## src/rtl/bip_pkg.sv

```systemverilog
// Shared opcodes, source-select codes, flag indices and FSM encoding
// for the extended BIP datapath.
package bip_pkg;

  localparam logic [2:0] OP_ADD = 3'd0;
  localparam logic [2:0] OP_SUB = 3'd1;
  localparam logic [2:0] OP_AND = 3'd2;
  localparam logic [2:0] OP_OR  = 3'd3;
  localparam logic [2:0] OP_XOR = 3'd4;
  localparam logic [2:0] OP_SHL = 3'd5;
  localparam logic [2:0] OP_SHR = 3'd6;
  localparam logic [2:0] OP_MUL = 3'd7;

  localparam logic [1:0] SELA_DM   = 2'b00;
  localparam logic [1:0] SELA_EXT  = 2'b01;
  localparam logic [1:0] SELA_ALU  = 2'b10;
  localparam logic [1:0] SELA_HOLD = 2'b11;

  localparam int FLAG_Z = 3;
  localparam int FLAG_N = 2;
  localparam int FLAG_C = 1;
  localparam int FLAG_V = 0;

  typedef enum logic {
    ST_IDLE = 1'b0,
    ST_MUL  = 1'b1
  } state_t;

  function automatic logic [3:0] mk_flags(
    input logic z,
    input logic n,
    input logic c,
    input logic v
  );
    logic [3:0] f;
    f         = '0;
    f[FLAG_Z] = z;
    f[FLAG_N] = n;
    f[FLAG_C] = c;
    f[FLAG_V] = v;
    return f;
  endfunction

endpackage

```

## src/rtl/bip_alu.sv

```systemverilog
// Combinational ALU: add/sub/logic/shift with carry and overflow.
// Multiply is sequenced by the top and yields zero here.
module bip_alu
  import bip_pkg::*;
#(
  parameter int DATA_W = 16
) (
  input  logic [DATA_W-1:0] a,
  input  logic [DATA_W-1:0] b,
  input  logic [2:0]        op,
  output logic [DATA_W-1:0] res,
  output logic              c,
  output logic              v
);

  logic [DATA_W:0] sum;
  logic [DATA_W:0] dif;

  assign sum = {1'b0, a} + {1'b0, b};
  assign dif = {1'b0, a} + {1'b0, ~b} + (DATA_W+1)'(1);

  always_comb begin
    res = '0;
    c   = 1'b0;
    v   = 1'b0;
    unique case (op)
      OP_ADD: begin
        res = sum[DATA_W-1:0];
        c   = sum[DATA_W];
        v   = (a[DATA_W-1] == b[DATA_W-1]) &&
              (res[DATA_W-1] != a[DATA_W-1]);
      end
      OP_SUB: begin
        res = dif[DATA_W-1:0];
        c   = dif[DATA_W];
        v   = (a[DATA_W-1] != b[DATA_W-1]) &&
              (res[DATA_W-1] != a[DATA_W-1]);
      end
      OP_AND: res = a & b;
      OP_OR:  res = a | b;
      OP_XOR: res = a ^ b;
      OP_SHL: begin
        res = {a[DATA_W-2:0], 1'b0};
        c   = a[DATA_W-1];
      end
      OP_SHR: begin
        res = {1'b0, a[DATA_W-1:1]};
        c   = a[0];
      end
      OP_MUL: res = '0;
    endcase
  end

endmodule

```

## src/rtl/bip_datapath_ext.sv

```systemverilog
// BIP datapath: accumulator, operand extension, source muxes, ALU
// and a DATA_W-step shift-add multiplier with BUSY/DONE handshake.
module bip_datapath_ext
  import bip_pkg::*;
#(
  parameter int DATA_W = 16,
  parameter int OPND_W = 11
) (
  input  logic              CLK,
  input  logic              RESET_N,
  input  logic [OPND_W-1:0] OPERAND_IN,
  input  logic [DATA_W-1:0] DM_IN,
  input  logic              SIGN_EXT,
  input  logic [1:0]        SEL_A,
  input  logic              SEL_B,
  input  logic              WR_ACC,
  input  logic [2:0]        OP,
  output logic [DATA_W-1:0] ACC,
  output logic [3:0]        FLAGS,
  output logic              BUSY,
  output logic              DONE,
  output logic [OPND_W-1:0] OPERAND_OUT
);

  localparam int CNT_W = $clog2(DATA_W + 1);
  localparam logic [CNT_W-1:0] LAST = CNT_W'(DATA_W - 1);

  generate
    if (OPND_W > DATA_W) begin : g_bad_w
      $error("OPND_W must not exceed DATA_W");
    end
  endgenerate

  state_t              state;
  logic [CNT_W-1:0]    cnt;
  logic [2*DATA_W-1:0] mcand;
  logic [DATA_W-1:0]   mplier;
  logic [2*DATA_W-1:0] prod;
  logic [2*DATA_W-1:0] prod_nx;
  logic [DATA_W-1:0]   ext;
  logic [DATA_W-1:0]   b_src;
  logic [DATA_W-1:0]   alu_res;
  logic                alu_c;
  logic                alu_v;

  assign OPERAND_OUT = OPERAND_IN;

  assign ext = SIGN_EXT ? DATA_W'($signed(OPERAND_IN))
                        : DATA_W'(OPERAND_IN);
  assign b_src = SEL_B ? DM_IN : ext;

  assign prod_nx = prod + (mplier[0] ? mcand : '0);

  bip_alu #(.DATA_W(DATA_W)) u_alu (
    .a   (ACC),
    .b   (b_src),
    .op  (OP),
    .res (alu_res),
    .c   (alu_c),
    .v   (alu_v)
  );

  always_ff @(posedge CLK or negedge RESET_N) begin
    if (!RESET_N) begin
      ACC    <= '0;
      FLAGS  <= '0;
      BUSY   <= 1'b0;
      DONE   <= 1'b0;
      state  <= ST_IDLE;
      cnt    <= '0;
      mcand  <= '0;
      mplier <= '0;
      prod   <= '0;
    end else begin
      DONE <= 1'b0;
      unique case (state)
        ST_IDLE: begin
          if (WR_ACC) begin
            unique case (SEL_A)
              SELA_DM:   ACC <= DM_IN;
              SELA_EXT:  ACC <= ext;
              SELA_ALU: begin
                if (OP == OP_MUL) begin
                  state  <= ST_MUL;
                  BUSY   <= 1'b1;
                  cnt    <= '0;
                  mcand  <= {{DATA_W{1'b0}}, ACC};
                  mplier <= b_src;
                  prod   <= '0;
                end else begin
                  ACC   <= alu_res;
                  FLAGS <= mk_flags(alu_res == '0,
                                    alu_res[DATA_W-1],
                                    alu_c, alu_v);
                end
              end
              SELA_HOLD: ;
            endcase
          end
        end
        ST_MUL: begin
          prod   <= prod_nx;
          mcand  <= mcand << 1;
          mplier <= mplier >> 1;
          cnt    <= cnt + CNT_W'(1);
          // Final step commits the low word; high word feeds C.
          if (cnt == LAST) begin
            ACC   <= prod_nx[DATA_W-1:0];
            FLAGS <= mk_flags(prod_nx[DATA_W-1:0] == '0,
                              prod_nx[DATA_W-1],
                              |prod_nx[2*DATA_W-1:DATA_W],
                              1'b0);
            BUSY  <= 1'b0;
            DONE  <= 1'b1;
            state <= ST_IDLE;
          end
        end
      endcase
    end
  end

endmodule

```

## config.mk

```make
export PLATFORM = sky130hd
export DESIGN_NAME = bip_datapath_ext
export DESIGN_NICKNAME = d
export VERILOG_FILES = /design/src/rtl/bip_pkg.sv /design/src/rtl/bip_alu.sv /design/src/rtl/bip_datapath_ext.sv
export SDC_FILE = /design/constraint.sdc
export NUM_CORES = 1
export LEC_CHECK = 0
export ABC_AREA = 1
export CORE_UTILIZATION = 55
export DETAILED_ROUTE_END_ITERATION = 10
export PLACE_DENSITY = 0.78
export SYNTH_ARGS = -nofsm -noshare
export SYNTH_HDL_FRONTEND = slang
export SYNTH_SLANG_ARGS = --single-unit
export TNS_END_PERCENT = 10
```

## constraint.sdc

```tcl
create_clock -name CLK -period 3.3 [get_ports CLK]
set_clock_uncertainty 0.05 [all_clocks]
set_input_delay 0.66 -clock CLK [delete_from_list [all_inputs] [get_ports CLK]]
set_output_delay 0.66 -clock CLK [all_outputs]
set_load 0.01 [all_outputs]
```

Yosys cells after proc, flatten, opt, wreduce, memory -nomap -nowiden
Cells that the tools add are included.
{"block": "totals", "register_bits": 108, "latchBits": 0, "ramBits": 0, "romBits": 0, "inputBits": 37, "output_inout_bits": 33, "elab_cells": 95, "memories": 0}
{"block": "classes", "add_sub_neg": 5, "n_mul": 0, "div": 0, "magnitude_cmp": 0, "eq_ne": 21, "shift": 0, "muxes": 44, "bitwise_logic": 5, "n_reduce_logical": 11}
{"operator": "32-bit 2-to-1 mux", "n": 7}
{"operator": "16-bit 2-to-1 mux", "n": 8}
{"operator": "16-bit case mux with 8 select lines", "n": 1}
{"operator": "32-bit case mux with 2 select lines", "n": 2}
{"operator": "16-bit case mux with 2 select lines", "n": 2}
{"operator": "16-bit case mux with 3 select lines", "n": 1}
{"operator": "16-bit by 16-bit adder with 17-bit output", "n": 2}
{"operator": "32-bit adder", "n": 1}
{"operator": "16-bit logical NOT", "n": 2}
{"operator": "17-bit by 1-bit adder with 17-bit output, second input constant", "n": 1}
{"operator": "16-bit bitwise AND", "n": 1}
{"operator": "4-bit 2-to-1 mux", "n": 4}
{"operator": "16-bit NOT", "n": 1}
{"operator": "16-bit OR", "n": 1}
{"operator": "16-bit OR reduction", "n": 1}
{"operator": "16-bit bitwise XOR", "n": 1}
{"operator": "5-bit 2-to-1 mux", "n": 3}
{"operator": "3-bit equality test, second input constant", "n": 4}
{"operator": "4-bit AND reduction", "n": 3}
{"operator": "1-bit 2-to-1 mux", "n": 10}
{"operator": "5-bit case mux with 2 select lines", "n": 1}
{"operator": "4-bit case mux with 2 select lines", "n": 1}
{"operator": "3-bit by 2-bit equality test with 1-bit output, second input constant", "n": 2}
{"operator": "2-bit != test, second input constant", "n": 3}
{"operator": "17 further kinds", "n": 23}

Depth between registers and ports, before layout
{"block": "logic_depth", "depth_word": 12, "ltp_mapped": 23, "mapped_depth_nobuf": 21}

By module
Synthesis repeated with hierarchy kept, for this count alone.
{"block": "hier_totals", "hier_cells": 1767, "area_unflattened_um2": 10924.2}
{"mod": "bip_datapath_ext", "n_inst": 1, "cells_each": 1199, "area_per_inst_um2": 7923.8}
{"mod": "bip_alu", "n_inst": 1, "cells_each": 568, "area_per_inst_um2": 3000.4}

Worst setup path before layout
No wires, ideal clock.
{"block": "synth_path", "path_type": "input-to-reg", "from": "input port SEL_B", "to": "register FLAGS[1]", "t_arrival_ns": 2.842, "required_time_ns": 3.129, "setup_slack_ns": 0.287, "cell_stages": 15, "n_path_buf": 0, "path_cell_list": "inv_1 or2_2 o21ai_0 inv_1 fa_1 nand3_1 nand2_1 nand2_1 nand2_1 a21boi_0 o21ai_0 o21ai_0 nand3_1 a22oi_1 nand2_1"}
{"block": "synth_between", "elab_chain_len": 9}
{"element": "from (decl)", "line": "bip_datapath_ext.sv:15", "rtl": "input logic SEL_B,"}
{"element": "16-bit 2-to-1 mux *", "line": "bip_datapath_ext.sv:50", "rtl": "assign b_src = SEL_B ? DM_IN : ext;"}
{"element": "16-bit NOT", "line": "bip_alu.sv:20", "rtl": "assign dif = {1'b0, a} + {1'b0, ~b} + (DATA_W+1)'(1);"}
{"element": "16-bit by 16-bit adder with 17-bit output", "line": "bip_alu.sv:20"}
{"element": "17-bit by 1-bit adder with 17-bit output", "line": "bip_alu.sv:20"}
{"element": "1-bit case mux with 4 select lines *", "line": "bip_alu.sv:26", "rtl": "unique case (op)"}
{"element": "4-bit 2-to-1 mux *", "line": "bip_datapath_ext.sv:83", "rtl": "if (OP == OP_MUL) begin"}
{"element": "4-bit 2-to-1 mux *", "line": "bip_datapath_ext.sv:79", "rtl": "unique case (SEL_A)"}
{"element": "4-bit 2-to-1 mux *", "line": "bip_datapath_ext.sv:78", "rtl": "if (WR_ACC) begin"}
{"element": "4-bit case mux with 2 select lines *", "line": "bip_datapath_ext.sv:76", "rtl": "unique case (state)"}
{"element": "to (signal assigned)", "line": "bip_datapath_ext.sv:92", "rtl": "FLAGS <= mk_flags(alu_res == '0,"}
{"element": "to (signal assigned)", "line": "bip_datapath_ext.sv:109", "rtl": "FLAGS <= mk_flags(prod_nx[DATA_W-1:0] == '0,"}
{"element": "to (decl)", "line": "bip_datapath_ext.sv:19", "rtl": "output logic [3:0] FLAGS,"}
Mark *: on every way between the ends. The rest lies on a longest branch, timed or not. The select of a mux whose other input is x is not followed.
A chain may end at the register's enable or synchronous reset.

Final worst setup path
{"block": "layout_path", "from": "input port DM_IN[6]", "to": "register FLAGS[3]"}
{"block": "layout_between", "elab_chain_len": 10}
{"element": "from (decl)", "line": "bip_datapath_ext.sv:12", "rtl": "input logic [DATA_W-1:0] DM_IN,"}
{"element": "16-bit 2-to-1 mux *", "line": "bip_datapath_ext.sv:50"}
{"element": "16-bit NOT", "line": "bip_alu.sv:20"}
{"element": "16-bit by 16-bit adder with 17-bit output", "line": "bip_alu.sv:20"}
{"element": "17-bit by 1-bit adder with 17-bit output", "line": "bip_alu.sv:20"}
{"element": "16-bit case mux with 8 select lines *", "line": "bip_alu.sv:26"}
{"element": "16-bit logical NOT *", "line": "bip_datapath_ext.sv:92"}
{"element": "4-bit 2-to-1 mux *", "line": "bip_datapath_ext.sv:83"}
{"element": "4-bit 2-to-1 mux *", "line": "bip_datapath_ext.sv:79"}
{"element": "4-bit 2-to-1 mux *", "line": "bip_datapath_ext.sv:78"}
{"element": "4-bit case mux with 2 select lines *", "line": "bip_datapath_ext.sv:76"}
Marked as above.

==> run_results.csv <==
group,metric,value,unit
clocking,ctsHoldBuffers,0,
clocking,cts_tree,"built",
worst_setup_path,arrival,3.46,ns
synth,synth_ff_type,"dfrtp_1",
synth,syn-cell-area,10530,sq um
drt,drc_errors,0,
synth,syn-instance-count,1679,
synth,ys_seq_area_share,25.67,%
worst_setup_path,path_max_fanout,5,
die,die-width,140.3,microns
drt,ant_nets,0,
clocking,clockBufferDepth,2,
worst_setup_path,cp.required,3.55,ns
die,start_util,56.27,%
die,io_pins,70,
synth,synth_area_per_cell,6.269,sq um
clocking,htreeDepth,3,
worst_setup_path,startpoint_type,"input pin",
grt,grt_max_degree,63,
clocking,cts_buffers,9,
final_layout,antenna_cells,0,
sta,setup_viol,0,
final_layout,postLayoutCoreUtil,70.13,%
final_layout,final_cell_mix,"nand2_1, inv_1, buf_4",
place,hpwl,31810,microns
sta,fmax,312.0,MHz
min_path,min_path_type,"input pin to asynchronous set/reset pin",
drt,vias,12220,
place,place_ws,-0.7039,ns
worst_setup_path,endpoint_kind,"flip-flop",
sta,finalSetupTns,0,ns
clocking,cts_root_buf,"clkbuf_16",
place,place_congestion,1.038,
worst_setup_path,criticalPathCategory,"input pin to flip-flop",
power_and_ir_drop,ir_drop,0.5827,mV
sta,rsz0062_at_grt,"true",
sta,setup_ws,0.09476,ns
place,portBuffers,69,
die,rows,50,
drt,drtPass1Iterations,5,
grt,grt_usage,40.95,%
drt,vias_per_cell,5.758,
synth,ys_warn_count,0,
clocking,cts_sinks,108,
power_and_ir_drop,finalPower,12.18,mW
grt,antenna_found_initial,0,
sta,period_share,97.13,%
grt,grt_pass1_vias,11780,
place,place_inst,2101,
status,status,"complete, no violations",
synth,async_flop_share,100.0,%
grt,grt_first_pass_wirelength,61980,microns
final_layout,area_growth,24.62,%
die,design.die.area,19700,sq um
sta,maxSlewViolCount,0,
drt,wl_per_cell,18.72,microns
synth,synth-seq-cells,108,
drt,drt-total-wl,39730,microns
sta,period_needed,3.205,ns
power_and_ir_drop,power.density,928.4,nW/um^2
synth,synth_cell_types,41,
final_layout,mostFrequentLayoutCell,"nand2_1",
die,die_y,140.3,microns
clocking,clk_pin_slew_worst_paths,0.09,ns
sta,relSlewSlack,34.81,%
grt,gr-total-overflow,0,
synth,synth_nets,1812,
sta,tightestPinTransition,0.9768,ns
final_layout,finalNonFillerCells,2122,
final_layout,finalNetCount,2016,
synth,synth_edf_count,0,
job,drv_cap,0,
die,coreArea,18710,sq um
sta,finalHoldViolations,0,
drt,first_iter_violations,1229,
clocking,clk-insertion-delay-late,0.37,ns
power_and_ir_drop,p_leak,7.114,nW
final_layout,final_layout_size_suffix_gt1_share,14.83,%
-- worst max-delay path, stage by stage --
cell	delay, ns
clkdlybuf4s50_1	0.43
or2_2	0.30
o21ai_0	0.07
buf_4	0.19
ha_1	0.31
nand2_1	0.17
inv_1	0.09
nand4_1	0.13
nand2_1	0.15
o21ai_0	0.20
nor2_1	0.06
nor2_1	0.17
nand2_1	0.14
nor2_1	0.13
nand3_1	0.10
a21oi_2	0.15
-- Yosys cell counts (9+ instances only) --
library cell  number  area share, %
nor3_1            23            1.1
xor2_1             9           0.75
nor2_1           157            5.6
a21oi_1           87            4.1
nand2_1          482             17
a22o_1            10           0.83
nand3_1          110            5.2
inv_1            260            9.3
or2_2             16           0.95
ha_1              93             11
dfrtp_1          108             26
nand4_1           20            1.2
o21ai_0          122            5.8
o22ai_1           38            2.3
buf_4             13           0.93
o211ai_1          27            1.9
buf_2             11           0.52
clkbuf_1          34            1.2
-- registers in the layout, summed over array words and instances, names as in the netlist --
| signal | cells |
|---|---|
| BUSY | 1 |
| DONE | 1 |
| mplier | 16 |
| cnt | 5 |
| ACC | 16 |
| FLAGS | 4 |
| mcand | 32 |
| prod | 32 |
| state | 1 |
-- repair_timing --
action                     4_1_cts  5_1_grt
setup endpoints to repair       18       14
buffers inserted                 1        4
pin swaps                       10        9
gates resized for setup         31       31
-- cells by family after synthesis --
| kind of cell | count (synthesis) | share of synthesized area (%) |
|---|---|---|
| simple gates | 820 | 32.02 |
| buf+inv | 325 | 12.33 |
| flops | 108 | 25.67 |
| fa+ha+maj | 96 | 11.62 |
| xor+xnor | 16 | 1.331 |
| compound gates | 314 | 17.02 |
-- path summary, 6_finish.rpt --
check                                      start  slack, ns                endpoint  depth (start not counted)
max reg2reg                mplier[0]$_DFFE_PN0P_       0.29    FLAGS[3]$_DFFE_PN0P_                         18
max in group asynchronous                RESET_N       2.02     prod[5]$_DFFE_PN0P_                          2
min in group CLK           mplier[8]$_DFFE_PN0P_       0.44   mplier[8]$_DFFE_PN0P_                          2
min reg2reg                mplier[8]$_DFFE_PN0P_       0.44   mplier[8]$_DFFE_PN0P_                          2
max                                     DM_IN[6]       0.09    FLAGS[3]$_DFFE_PN0P_                         16
min                                      RESET_N       0.32  mplier[10]$_DFFE_PN0P_                          1
-- per-layer routing --
layer / share of wire [%] / up-vias / GRT usage [%]
met2: 48 / 619 / 71.03
met3: 8.6 / 120 / 6.085
li1: - / 5825 / -
met1: 39 / 5655 / 50.08
met4: 4.7 / 0 / 18.91
met5: 0 / - / 0
-- power breakdown --
| group | internal, mW | switching, mW |
|---|---|---|
| Clock | 0.551 | 0.619 |
| Sequential | 1.94 | 0.474 |
| Combinational | 3.30 | 5.29 |
| Total | 5.79 | 6.39 |
-- final cells by class --
type / instances / area (sq um)
Clock buffer: 9 / 225.2
Clock inverter: 7 / 91.34
Fill cell: 1638 / 5588
Inverter: 264 / 991.0
Multi-Input combinational cell: 1246 / 6710
Sequential cell: 108 / 2704
Tap cell: 234 / 292.8
Timing Repair Buffer: 254 / 2103
-- through the flow --
| stage | area, sq um | hold WS (ns) |
|---|---|---|
| after global routing | 13120 | 0.3956 |
| after global placement | 12590 | 0.4128 |
| final | 13120 | 0.3170 |
| after CTS | 12980 | 0.3570 |
| after detailed placement | 12590 | 0.4179 |
| after floorplan | 10530 | 0.3144 |
No activity file was read; power rests on OpenSTA's default activity.
